### src/rtl/dmem_access_ctrl_if.sv
// Bundle of the MEM-stage request/response signals and the data-memory port
// seen by dmem_access_ctrl (slave) and by the pipeline/memory side (master).
interface dmem_access_ctrl_if #(
   parameter int ADDR_W = 10
);

   logic              REQ_READ;
   logic              REQ_WRITE;
   logic [2:0]        FUNCT3;
   logic [31:0]       REQ_ADDR;
   logic [31:0]       REQ_WDATA;
   logic [31:0]       LOAD_DATA;
   logic              READY;
   logic              BUSY;
   logic              ERR;
   logic              MEM_WE;
   logic [ADDR_W-1:0] MEM_ADDR;
   logic [31:0]       MEM_WDATA;
   logic [31:0]       MEM_RDATA;

   modport slave (
      input  REQ_READ, REQ_WRITE, FUNCT3, REQ_ADDR, REQ_WDATA, MEM_RDATA,
      output LOAD_DATA, READY, BUSY, ERR, MEM_WE, MEM_ADDR, MEM_WDATA
   );

   modport master (
      output REQ_READ, REQ_WRITE, FUNCT3, REQ_ADDR, REQ_WDATA, MEM_RDATA,
      input  LOAD_DATA, READY, BUSY, ERR, MEM_WE, MEM_ADDR, MEM_WDATA
   );

endinterface

### src/rtl/dmem_access_ctrl.sv
// Data-memory access sequencer: RV32 loads/stores onto a word-wide memory, sub-word stores by read-modify-write.
// Build macro DMEM_MISALIGN_TRAP_EN: misaligned half/word accesses raise ERR instead of being silently aligned.
module dmem_access_ctrl #(
   parameter int ADDR_W = 10
) (
   input logic CLK,
   input logic RESET,
   dmem_access_ctrl_if.slave bus
);

   typedef enum logic [2:0] {IDLE, LOAD, WR, RMW_RD, RMW_WR, DONE} state_t;

   state_t            state;
   state_t            state_nxt;
   logic [2:0]        f3_q;
   logic [ADDR_W-1:0] idx_q;
   logic [1:0]        off_q;
   logic [31:0]       wdata_q;
   logic [31:0]       merge_q;
   logic [31:0]       load_q;
   logic              err_q;

   logic              req;
   logic              f3_ok;
   logic              misaligned;
   logic              req_bad;
   logic [7:0]        rd_byte;
   logic [15:0]       rd_half;
   logic [31:0]       lane_ext;
   logic [31:0]       merged;

   // Classify the incoming request; a store takes priority over a simultaneous load.
   always_comb begin
      req        = bus.REQ_READ | bus.REQ_WRITE;
      f3_ok      = 1'b0;
      misaligned = 1'b0;
      if (bus.REQ_WRITE)
         f3_ok = !bus.FUNCT3[2] && (bus.FUNCT3[1:0] != 2'b11);
      else
         f3_ok = (bus.FUNCT3[1:0] != 2'b11) && !(bus.FUNCT3[2] && bus.FUNCT3[1]);
`ifdef DMEM_MISALIGN_TRAP_EN
      misaligned = ((bus.FUNCT3[1:0] == 2'b01) && bus.REQ_ADDR[0]) ||
                   ((bus.FUNCT3[1:0] == 2'b10) && (bus.REQ_ADDR[1:0] != 2'b00));
`endif
      req_bad = !f3_ok || misaligned;
   end

   always_comb begin
      rd_byte = bus.MEM_RDATA[7:0];
      case (off_q)
         2'd1:    rd_byte = bus.MEM_RDATA[15:8];
         2'd2:    rd_byte = bus.MEM_RDATA[23:16];
         2'd3:    rd_byte = bus.MEM_RDATA[31:24];
         default: rd_byte = bus.MEM_RDATA[7:0];
      endcase
      rd_half = off_q[1] ? bus.MEM_RDATA[31:16] : bus.MEM_RDATA[15:0];
      case (f3_q)
         3'b000:  lane_ext = {{24{rd_byte[7]}}, rd_byte};
         3'b001:  lane_ext = {{16{rd_half[15]}}, rd_half};
         3'b100:  lane_ext = {24'b0, rd_byte};
         3'b101:  lane_ext = {16'b0, rd_half};
         default: lane_ext = bus.MEM_RDATA;
      endcase
   end

   // Only SB/SH reach the merge, so f3_q[0] alone separates half from byte.
   always_comb begin
      merged = merge_q;
      if (f3_q[0]) begin
         if (off_q[1])
            merged[31:16] = wdata_q[15:0];
         else
            merged[15:0] = wdata_q[15:0];
      end else begin
         case (off_q)
            2'd0:    merged[7:0]   = wdata_q[7:0];
            2'd1:    merged[15:8]  = wdata_q[7:0];
            2'd2:    merged[23:16] = wdata_q[7:0];
            default: merged[31:24] = wdata_q[7:0];
         endcase
      end
   end

   always_comb begin
      state_nxt     = state;
      bus.BUSY      = 1'b1;
      bus.READY     = 1'b0;
      bus.MEM_WE    = 1'b0;
      bus.MEM_WDATA = 32'b0;
      case (state)
         IDLE: begin
            bus.BUSY = req;
            if (req) begin
               if (req_bad)
                  state_nxt = DONE;
               else if (bus.REQ_WRITE)
                  state_nxt = (bus.FUNCT3[1:0] == 2'b10) ? WR : RMW_RD;
               else
                  state_nxt = LOAD;
            end
         end
         LOAD:   state_nxt = DONE;
         WR: begin
            bus.MEM_WE    = 1'b1;
            bus.MEM_WDATA = wdata_q;
            state_nxt     = DONE;
         end
         RMW_RD: state_nxt = RMW_WR;
         RMW_WR: begin
            bus.MEM_WE    = 1'b1;
            bus.MEM_WDATA = merged;
            state_nxt     = DONE;
         end
         DONE: begin
            bus.BUSY  = 1'b0;
            bus.READY = 1'b1;
            state_nxt = IDLE;
         end
         default: state_nxt = IDLE;
      endcase
   end

   assign bus.MEM_ADDR  = idx_q;
   assign bus.LOAD_DATA = load_q;
   assign bus.ERR       = (state == DONE) && err_q;

   // Reset clears the address latch too, so an abandoned access leaves MEM_ADDR at 0.
   always_ff @(posedge CLK) begin
      if (RESET) begin
         state   <= IDLE;
         f3_q    <= 3'b0;
         idx_q   <= '0;
         off_q   <= 2'b0;
         wdata_q <= 32'b0;
         merge_q <= 32'b0;
         load_q  <= 32'b0;
         err_q   <= 1'b0;
      end else begin
         state <= state_nxt;
         if (state == IDLE && req) begin
            f3_q    <= bus.FUNCT3;
            idx_q   <= bus.REQ_ADDR[ADDR_W+1:2];
            off_q   <= bus.REQ_ADDR[1:0];
            wdata_q <= bus.REQ_WDATA;
            err_q   <= req_bad;
         end
         if (state == LOAD)
            load_q <= lane_ext;
         if (state == RMW_RD)
            merge_q <= bus.MEM_RDATA;
      end
   end

endmodule

### src/flat_wrapper.sv
// flat-port wrapper written by rule: the top's interface ports become plain ports
module dmem_access_ctrl_flat 
#(
   parameter int ADDR_W = 10
)
  (CLK, RESET, bus_REQ_READ, bus_REQ_WRITE, bus_FUNCT3, bus_REQ_ADDR, bus_REQ_WDATA, bus_MEM_RDATA, bus_LOAD_DATA, bus_READY, bus_BUSY, bus_ERR, bus_MEM_WE, bus_MEM_ADDR, bus_MEM_WDATA);
  dmem_access_ctrl_if #(.ADDR_W(ADDR_W)) bus_i ();
  input logic CLK;
  input logic RESET;
  input wire logic [$bits(bus_i.REQ_READ)-1:0] bus_REQ_READ;
  input wire logic [$bits(bus_i.REQ_WRITE)-1:0] bus_REQ_WRITE;
  input wire logic [$bits(bus_i.FUNCT3)-1:0] bus_FUNCT3;
  input wire logic [$bits(bus_i.REQ_ADDR)-1:0] bus_REQ_ADDR;
  input wire logic [$bits(bus_i.REQ_WDATA)-1:0] bus_REQ_WDATA;
  input wire logic [$bits(bus_i.MEM_RDATA)-1:0] bus_MEM_RDATA;
  output wire logic [$bits(bus_i.LOAD_DATA)-1:0] bus_LOAD_DATA;
  output wire logic [$bits(bus_i.READY)-1:0] bus_READY;
  output wire logic [$bits(bus_i.BUSY)-1:0] bus_BUSY;
  output wire logic [$bits(bus_i.ERR)-1:0] bus_ERR;
  output wire logic [$bits(bus_i.MEM_WE)-1:0] bus_MEM_WE;
  output wire logic [$bits(bus_i.MEM_ADDR)-1:0] bus_MEM_ADDR;
  output wire logic [$bits(bus_i.MEM_WDATA)-1:0] bus_MEM_WDATA;
  assign bus_i.REQ_READ = bus_REQ_READ;
  assign bus_i.REQ_WRITE = bus_REQ_WRITE;
  assign bus_i.FUNCT3 = bus_FUNCT3;
  assign bus_i.REQ_ADDR = bus_REQ_ADDR;
  assign bus_i.REQ_WDATA = bus_REQ_WDATA;
  assign bus_i.MEM_RDATA = bus_MEM_RDATA;
  assign bus_LOAD_DATA = bus_i.LOAD_DATA;
  assign bus_READY = bus_i.READY;
  assign bus_BUSY = bus_i.BUSY;
  assign bus_ERR = bus_i.ERR;
  assign bus_MEM_WE = bus_i.MEM_WE;
  assign bus_MEM_ADDR = bus_i.MEM_ADDR;
  assign bus_MEM_WDATA = bus_i.MEM_WDATA;
  dmem_access_ctrl #(.ADDR_W(ADDR_W)) u_core (.CLK(CLK), .RESET(RESET), .bus(bus_i));
endmodule
### config.mk
export PLATFORM = sky130hd
export DESIGN_NAME = dmem_access_ctrl_flat
export DESIGN_NICKNAME = d
export VERILOG_FILES = /design/src/rtl/dmem_access_ctrl_if.sv /design/src/rtl/dmem_access_ctrl.sv /design/src/flat_wrapper.sv
export SDC_FILE = /design/constraint.sdc
export NUM_CORES = 1
export LEC_CHECK = 0
export CORE_ASPECT_RATIO = 1.5
export CORE_MARGIN = 4
export CORE_UTILIZATION = 42
export CTS_CLUSTER_DIAMETER = 100
export CTS_CLUSTER_SIZE = 12
export DETAILED_ROUTE_END_ITERATION = 10
export GPL_ROUTABILITY_DRIVEN = 0
export HOLD_SLACK_MARGIN = 0.02
export PLACE_DENSITY_LB_ADDON = 0.2
export RECOVER_POWER = 25
export SLEW_MARGIN = 40
export SYNTH_ARGS = -nofsm -noshare
export SYNTH_HDL_FRONTEND = slang
export SYNTH_SLANG_ARGS = --single-unit
export TNS_END_PERCENT = 30
### constraint.sdc
create_clock -name CLK -period 1.59 [get_ports CLK]
set_input_delay 0.318 -clock CLK [delete_from_list [all_inputs] [get_ports CLK]]
set_output_delay 0.318 -clock CLK [all_outputs]
set_load 0.05 [all_outputs]
After elaboration in Yosys (flattened, before gate mapping):

Index checks and enable logic that the tools add are counted.

* bits of input ports: 103
* word-level logic and storage cells: 57
* register bits after elaboration: 115

* eq/ne operators: 14
* bitwise logic cells: 1
* muxes and demuxes: 20
* reduce and logical (&&, ||, !) cells: 14

Operators with widths (count)
* case mux 32 bit (4 select lines): 1
* case mux 32 bit (2 select lines): 1
* two-way mux 16 bit: 3
* two-way mux 32 bit: 1
* two-way mux 8 bit: 4
* case mux 8 bit (3 select lines): 1
* == test 3 bit, second input constant: 4
* two-way mux 3 bit: 3
* case mux 3 bit (3 select lines): 1
* == test 2 bit, second input constant: 3
* == test 3 x 1 -> 1 bit, second input constant: 2
* == test 3 x 2 -> 1 bit, second input constant: 2
* zero test 3 bit: 2
* OR reduction 3 bit: 2
* logical AND 1 bit: 5
* two-way mux 1 bit: 4
* zero test 1 bit: 3
* == test 2 x 1 -> 1 bit, second input constant: 1
* zero test 2 bit: 1
* inequality test 2 x 1 -> 1 bit, second input constant: 1
* inequality test 2 bit, second input constant: 1
* case mux 1 bit (2 select lines): 1
* OR reduction 2 bit: 1
* bitwise OR 1 bit: 1

Longest topological paths before layout:

Gate-level depths: netlist (run 1).

* word-level depth: 7
* gate-level depth with buffers: 7
* gate-level depth less buffers: 4

Worst setup path before layout (run 1):

Ideal clock, no wire load.

* kind: register to output
* start: register u_core.off_q[1]
* end: output port bus_MEM_WDATA[18]
* stages on the path, launching flop included: 7
* arrival: 2.250 ns
* required time: 1.272 ns
* slack: -0.978 ns
* cell sequence: dfxtp_1 > clkbuf_1 > inv_1 > clkbuf_1 > nor3_1 > a21oi_1 > o21ai_0

* cells in the longest elaborated chain, start to end: 4
* elaborated cells between the ends (all ways): 5
* classes of those cells: 1 x eq/ne; 4 x mux

Ends and longest elaborated chain
* from (decl): RTL line dmem_access_ctrl.sv:17 `logic [1:0] off_q;`
* from (signal assigned): RTL line dmem_access_ctrl.sv:143 `off_q <= bus.REQ_ADDR[1:0];`
* == test 2 bit: RTL line dmem_access_ctrl.sv:75 `case (off_q)`
* two-way mux 8 bit: RTL line dmem_access_ctrl.sv:75
* two-way mux 32 bit (*): RTL line dmem_access_ctrl.sv:69 `if (f3_q[0]) begin`
* case mux 32 bit (2 select lines) (*): RTL line dmem_access_ctrl.sv:90 `case (state)`
* to (decl): RTL line flat_wrapper.sv:22 `output wire logic [$bits(bus_i.MEM_WDATA)-1:0] bus_MEM_WDATA;`

Every way passes the cells marked *; elsewhere a longest branch is shown, timed or not.

Worst setup path in the final report (run 1):

* start: register u_core.f3_q[0]
* end: output port bus_MEM_WDATA[28]

* cells in the longest elaborated chain, start to end: 2

Ends and longest elaborated chain
* from (decl): RTL line dmem_access_ctrl.sv:15 `logic [2:0] f3_q;`
* from (signal assigned): RTL line dmem_access_ctrl.sv:141 `f3_q <= bus.FUNCT3;`
* two-way mux 32 bit: RTL line dmem_access_ctrl.sv:69
* case mux 32 bit (2 select lines): RTL line dmem_access_ctrl.sv:90

Every way passes these cells.

==> results of run 1 <==
[cell families after synthesis]
| logic type | count (synthesis) | synth area share |
|---|---|---|
| and+or+nand+nor | 326 | 0.248 |
| AOI/OAI and AO/OA | 204 | 0.248 |
| DFF | 115 | 0.423 |
| muxes | 15 | 0.0278 |
| buffers and inverters | 64 | 0.0532 |
[power breakdown]
group | switching [mW] | internal, mW
combinational | 1.86 | 1.34
clock | 1.51 | 2.84
sequential | 0.250 | 3.13
total | 3.61 | 7.31
[cell usage in the layout, fill, tap and decap left out, types with 12 or more instances in the layout]
master,n
nor2_1,49
buf_12,39
buf_4,89
a21oi_1,82
dfxtp_1,109
buf_6,22
clkbuf_16,18
buf_8,12
clkdlybuf4s50_1,81
nand2_1,213
clkbuf_2,19
a211oi_2,18
o21ai_4,24
[critical path, cell delays in order, from the launching register on]
cell,delay [ns]
dfxtp_4,0.39
buf_12,0.16
nand2_2,0.14
buf_4,0.19
o221ai_2,0.24
o21ai_4,0.09
buf_6,0.16
[timing repair]
| action | CTS | global route |
|---|---|---|
| cloned | 0 | 2 |
| setup buffers | 11 | 7 |
| pin swaps | 22 | 16 |
| resized for setup | 98 | 51 |
| endpoints found under the setup margin | 115 | 116 |
[state kept, by name, indices dropped and copies added, names as in the netlist]
signal,flops
u_core.merge_q,32
u_core.wdata_q,32
u_core.err_q,1
u_core.f3_q,3
u_core.bus.MEM_ADDR,10
u_core.off_q,2
u_core.bus.LOAD_DATA,32
u_core.state,3
[final timing paths]
| path | endpoint | slack, ns | cells past startpoint |
|---|---|---|---|
| worst min register to register | u_core.wdata_q[24] | 0.46 | 2 |
| worst max-delay path | bus_MEM_WDATA[28] | -0.53 | 6 |
| worst min-delay path | u_core.wdata_q[25] | 0.28 | 2 |
| worst max register to register | u_core.bus.LOAD_DATA[15] | -0.24 | 6 |
[metal layers]
metal  share of wire  wire (microns)  track usage
met5               0               0            0
met3           0.082            1870       0.0556
met2            0.49           11200        0.475
met1            0.35            8010        0.329
met4           0.074            1670        0.192
[area by class of cell]
class | count | area [sq um]
multi-input cells | 545 | 3710
well taps | 156 | 195
fillers | 772 | 2850
flip-flops and latches | 115 | 2320
repair buffers | 263 | 2810
inverters | 6 | 25.0
clock inverters | 14 | 226
clock buffers | 18 | 439
[through the flow]
stage               hold WS, ns  utilization
floorplan                 0.432            -
global placement          0.445        0.669
detailed placement        0.447        0.669
CTS                       0.261        0.761
global route              0.289        0.774
finish                    0.276        0.774
==> metrics.md, run 1 <==
| Metric | Value |
|---|---|
| Outcome | `finished, violations left` |
| Failing checks | `setup timing` |
| H-tree depth | `4` |
| Post-Syn Area per Cell | `7.51 sq um` |
| Tot Pwr | `10.9 mW` |
| DR iter-0 viols | `493` |
| Top-area cell type share of the netlist area | `0.423` |
| Async S/R FF share, synth | `0` |
| Yosys reg bits | `115` |
| Starting Density | `0.432` |
| Data required, critical path | `1.27 ns` |
| Die Y | `147 microns` |
| Num Clock Sinks | `115` |
| Vias in the first global route | `6494` |
| GRT overflow | `0` |
| Final wirelength | `22.7 mm` |
| CP max FO | `12` |
| Post-CTS Hold Buffers | `0` |
| Root Driver | `clkbuf_16` |
| Max-slew violations | `0` |
| Setup CP Type | `flop to output pin` |
| Share of layout cells above drive strength 1 | `0.361` |
| Placed cell count | `1072` |
| Clock latency on the worst-skew pair | `0.43 ns` |
| Vias per cell | `5.85` |
| RSZ-0062 raised after global routing | `yes` |
| Post-Syn Instances | `724` |
| Class of the worst hold path | `primary input to flop` |
| 1st-pass router iterations | `5` |
| Ys flop type | `dfxtp_1` |
| PwrDens | `1120 nW/um^2` |
| Die Area | `14900 sq um` |
| CTS tree | `done` |
| Most used standard cell by instance count after synthesis | `nand2_1` |
| Post-layout worst setup margin | `-0.534 ns` |
| Peak Freq | `0.471 GHz` |
| Final min period | `2.12 ns` |
| Die width | `101 microns` |
| Synth top area cells | `dfxtp_1 42%, nand2_1 15%, a21oi_1 7.9%` |
| Ys Warns | `0` |
| Post-synth EDFFs | `0` |
| Critical Path Start | `u_core.f3_q[0]` |
| N_diodes | `0` |
| Syn Std Cell Area | `5440 sq um` |
| Core area | `12600 sq um` |
| Gr usage total | `0.287` |
| VDD IR max | `0.000867 V` |
| Number of port buffers | `160` |
| HPWL Detailed | `14.8 mm` |
| Area grow syn2layout | `78.9%` |
| Clock slew at reported path FFs | `0.06 ns` |
| FP Rows | `50` |
| Clock Skews | `0.00844 ns` |
| DRC viols | `0` |
| Type of destination of the critical path | `output pin` |
| Crit share post-route | `1.34` |
| Routed vias | `6539` |
| Worst Tran Pin Value | `0.478 ns` |
| Non-Filler Instances | `1117` |
| Setup-failing EPs final | `115` |
| Dominant cell type by area after synthesis | `dfxtp_1` |
| Clk buf depth | `2` |
| Post-synth cell types | `44` |
| Startpoint Class | `flop` |
| Worst slack at placement | `-0.444 ns` |
| Worst r2r src | `u_core.off_q[1]` |
| Post-layout nets | `1051` |
| First-pass GRT wire length | `33.8 mm` |
| Post-DP Area | `8410 sq um` |
| Num CTS Buffers | `17` |
| Finished Cell Area | `9730 sq um` |
| Final Hold Fails | `0` |
| Detail Route Antenna Nets | `0` |
| Leakage | `3.63 nW` |
| Seq/Total Area, Yosys | `0.423` |
| Setup TNS Final | `-26.92 ns` |
| Commonest cells post-synth | `221 x nand2_1, 115 x dfxtp_1, 86 x a21oi_1, 65 x nor2_1, 39 x clkbuf_1` |
| Max Cap Viol | `0` |
| Syn_nets | `827` |
| Wire per inst | `20.3 microns` |
| Initial antenna violation count | `0` |
| Worst slew margin relative to its limit | `0.681` |
| Number of I/O pins | `181` |
| Largest net degree at the start of global routing | `48` |
| Data arrival time of the worst path | `1.81 ns` |
| HP Start | `RESET` |
No activity file was read; power rests on OpenSTA's default activity.
==> run 2, diff against run 1 <==
--- a/config.mk
+++ b/config.mk
@@ -6,12 +6,11 @@
 export NUM_CORES = 1
 export LEC_CHECK = 0
 export CORE_ASPECT_RATIO = 1.5
-export CORE_MARGIN = 4
+export CORE_MARGIN = 5
 export CORE_UTILIZATION = 42
 export CTS_CLUSTER_DIAMETER = 100
 export CTS_CLUSTER_SIZE = 12
 export DETAILED_ROUTE_END_ITERATION = 10
-export GPL_ROUTABILITY_DRIVEN = 0
 export HOLD_SLACK_MARGIN = 0.02
 export PLACE_DENSITY_LB_ADDON = 0.2
 export RECOVER_POWER = 25
==> run 2 against run 1 <==
  * The run still ends with setup timing left
  * Register-to-register slack worse by 0.06 ns
  * Sequential share of layout area up 0.098 points
  * Sequential power about the same
  * Sequential cell count unchanged
  * Total power down 4.2%
  * Final cell count down 0.36%
  * Via count down 4.2%
  * Critical path depth up 2
  * Worst setup slack better by 0.065 ns
  * Critical path type unchanged
  * Largest cell class unchanged
  * Largest power group unchanged
==> metrics.md, run 2 (synthesis results as in run 1) <==
| Metric | Value |
|---|---|
| Outcome | `finished, violations left` |
| Failing checks | `setup timing` |
| Core area | `12800 sq um (+2.0%)` |
| Setup CP Type | `flop to output pin` |
| Setup-failing EPs final | `116 (+0.87%)` |
| PwrDens | `1080 nW/um^2 (-3.7%)` |
| Max-slew violations | `0 (unchanged)` |
| Gpl congestion | `0.896` |
| Root Driver | `clkbuf_16` |
| Routed vias | `6266 (-4.2%)` |
| Die Area | `15400 sq um (+3.4%)` |
| Final min period | `2.06 ns (-0.0647 ns)` |
| Most frequent cells in the layout | `214 x nand2_1, 109 x dfxtp_1, 81 x buf_4, 81 x clkdlybuf4s50_1, 57 x a21oi_1` |
| Number of I/O pins | `181 (unchanged)` |
| 1st-pass router iterations | `5 (unchanged)` |
| Starting Density | `0.424 (-0.00848)` |
| Post-layout nets | `1044 (-0.67%)` |
| Vias in the first global route | `6232 (-4.0%)` |
| DRC viols | `0 (unchanged)` |
| Type of destination of the critical path | `output pin` |
| DR iter-0 viols | `331 (-33%)` |
| Clock Skews | `0.00631 ns (-0.00213 ns)` |
| Num Clock Sinks | `115 (unchanged)` |
| Worst slew margin relative to its limit | `0.690 (+0.00885)` |
| Clk buf depth | `2 (unchanged)` |
| Placed cell count | `1073 (+0.093%)` |
| Setup TNS Final | `-25.28 ns (+1.63 ns)` |
| N_diodes | `0 (unchanged)` |
| Clock slew at reported path FFs | `0.06 ns (about the same)` |
| Number of port buffers | `160 (unchanged)` |
| FP Rows | `51 (+2.0%)` |
| Leakage | `3.50 nW (-3.4%)` |
| HP Start | `RESET` |
| Final wirelength | `21.9 mm (-3.7%)` |
| CP max FO | `4 (-8)` |
| Die Y | `149 microns (+1.4%)` |
| Post-layout worst setup margin | `-0.469 ns (+0.0647 ns)` |
| Largest net degree at the start of global routing | `49 (+2.1%)` |
| Reg2Reg Depth | `6 (unchanged)` |
| VDD IR max | `0.000670 V (-23%)` |
| Post-CTS Hold Buffers | `0 (unchanged)` |
| Num CTS Buffers | `17 (unchanged)` |
| Detail Route Antenna Nets | `0 (unchanged)` |
| Crit Reg-Reg Endpoint | `u_core.bus.LOAD_DATA[15]` |
| HPWL Detailed | `15.3 mm (+3.1%)` |
| Vias per cell | `5.63 (-3.8%)` |
| H-tree depth | `4 (unchanged)` |
| Data arrival time of the worst path | `1.74 ns (-0.07 ns)` |
| Startpoint Class | `flop` |
| Data required, critical path | `1.27 ns (about the same)` |
| Hold Path Stages | `2 (unchanged)` |
| Share of layout cells above drive strength 1 | `0.385 (+0.0236)` |
| Most common cell after layout, fill and taps aside | `nand2_1` |
| Worst Tran Pin Value | `0.458 ns (-0.0199 ns)` |
| Final Hold Fails | `0 (unchanged)` |
| FILL cells | `923 (+20%)` |
| First-pass GRT wire length | `32.7 mm (-3.1%)` |
| CTS tree | `done` |
| Crit share post-route | `1.30 (-0.0407)` |
| RSZ-0062 raised after global routing | `yes` |
| Gr usage total | `0.276 (-0.0110)` |
| Worst r2r src | `u_core.off_q[1]` |
| Worst-case hold path end point | `u_core.merge_q[21]` |
| Wire per inst | `19.7 microns (-3.3%)` |
| Max Cap Viol | `0 (unchanged)` |
| GRT overflow | `0 (unchanged)` |
| Clock latency on the worst-skew pair | `0.42 ns (about the same)` |
| Area grow syn2layout | `78.0%` |
| Non-Filler Instances | `1113 (-0.36%)` |
| Die width | `103 microns (+2.0%)` |
| Peak Freq | `0.486 GHz (+3.1%)` |
| Class of the worst hold path | `primary input to flop` |
| Initial antenna violation count | `0 (unchanged)` |
| R2R setup slack | `-0.30 ns (-0.06 ns)` |
==> run 2: where the power goes <==
part | leakage [nW] | internal (mW) | switching (mW)
Sequential | 0.943 | 3.13 | 0.248
Clock | 0.280 | 2.46 | 1.45
Combinational | 2.28 | 1.35 | 1.84
Total | 3.50 | 6.93 | 3.53
==> run 2: how the worst max path moves through the flow <==
stage                 startpoint                       end  cells past startpoint
2_1_floorplan    u_core.off_q[0]         bus_MEM_WDATA[16]                      6
3_3_place_gp   bus_MEM_RDATA[15]   u_core.bus.LOAD_DATA[9]                      5
3_5_place_dp   bus_MEM_RDATA[15]  u_core.bus.LOAD_DATA[12]                      5
4_1_cts          u_core.state[0]         bus_MEM_WDATA[29]                      6
5_1_grt          u_core.off_q[0]         bus_MEM_WDATA[28]                      6
6_report         u_core.off_q[0]         bus_MEM_WDATA[17]                      8
==> run 2: routing by layer <==
layer,share of wire,global-route usage,vias up
li1,-,-,2946
met1,0.38,0.328,2998
met2,0.51,0.467,257
met3,0.058,0.0519,65
met4,0.051,0.138,0
met5,0,0,-
==> run 2: cell type report <==
type / instances / area [sq um] / area share
multi-input cells: 545 / 3770 / 0.389
repair buffers: 256 / 2770 / 0.287
flip-flops and latches: 115 / 2320 / 0.240
clock buffers: 19 / 433 / 0.0447
well taps: 159 / 199 / 0.0206
clock inverters: 13 / 158 / 0.0163
inverters: 6 / 27.5 / 0.00284
==> run 2: what timing repair did <==
action / CTS / global route
cloned: 0 / 1
buffers inserted: 9 / 4
pin swaps: 24 / 24
endpoints found under the setup margin: 107 / 116
gates resized for setup: 107 / 58
==> run 2: worst max-delay path: stages, from the launching register on <==
cell	delay [ns]
dfxtp_4	0.36
buf_4	0.14
nand2b_4	0.07
nand2_4	0.05
buf_6	0.13
a21oi_1	0.20
buf_4	0.16
o21ai_4	0.05
buf_8	0.15
==> run 2: per-stage QoR <==
| stage | total power, mW | instance area, sq um | hold slack [ns] | setup WS, ns | util |
|---|---|---|---|---|---|
| 4_1_cts | 10.4 | 9520 | 0.356 | -0.454 | 0.742 |
| 3_3_place_gp | 6.27 | 8440 | 0.442 | -0.380 | 0.658 |
| 2_1_floorplan | 5.03 | 5890 | 0.432 | -0.114 | - |
| 5_1_grt | 10.9 | 9680 | 0.380 | -0.550 | 0.754 |
| 3_5_place_dp | 6.31 | 8440 | 0.450 | -0.453 | 0.658 |
| 6_report | 10.5 | 9680 | 0.366 | -0.469 | 0.754 |
==> run 3, diff against run 2 <==
--- a/config.mk
+++ b/config.mk
@@ -9,7 +9,7 @@
 export CORE_MARGIN = 5
 export CORE_UTILIZATION = 42
 export CTS_CLUSTER_DIAMETER = 100
-export CTS_CLUSTER_SIZE = 12
+export CTS_CLUSTER_SIZE = 30
 export DETAILED_ROUTE_END_ITERATION = 10
 export HOLD_SLACK_MARGIN = 0.02
 export PLACE_DENSITY_LB_ADDON = 0.2
==> results of run 3 <==
The final DEF is identical to that of run 2; final timing and power are the same.
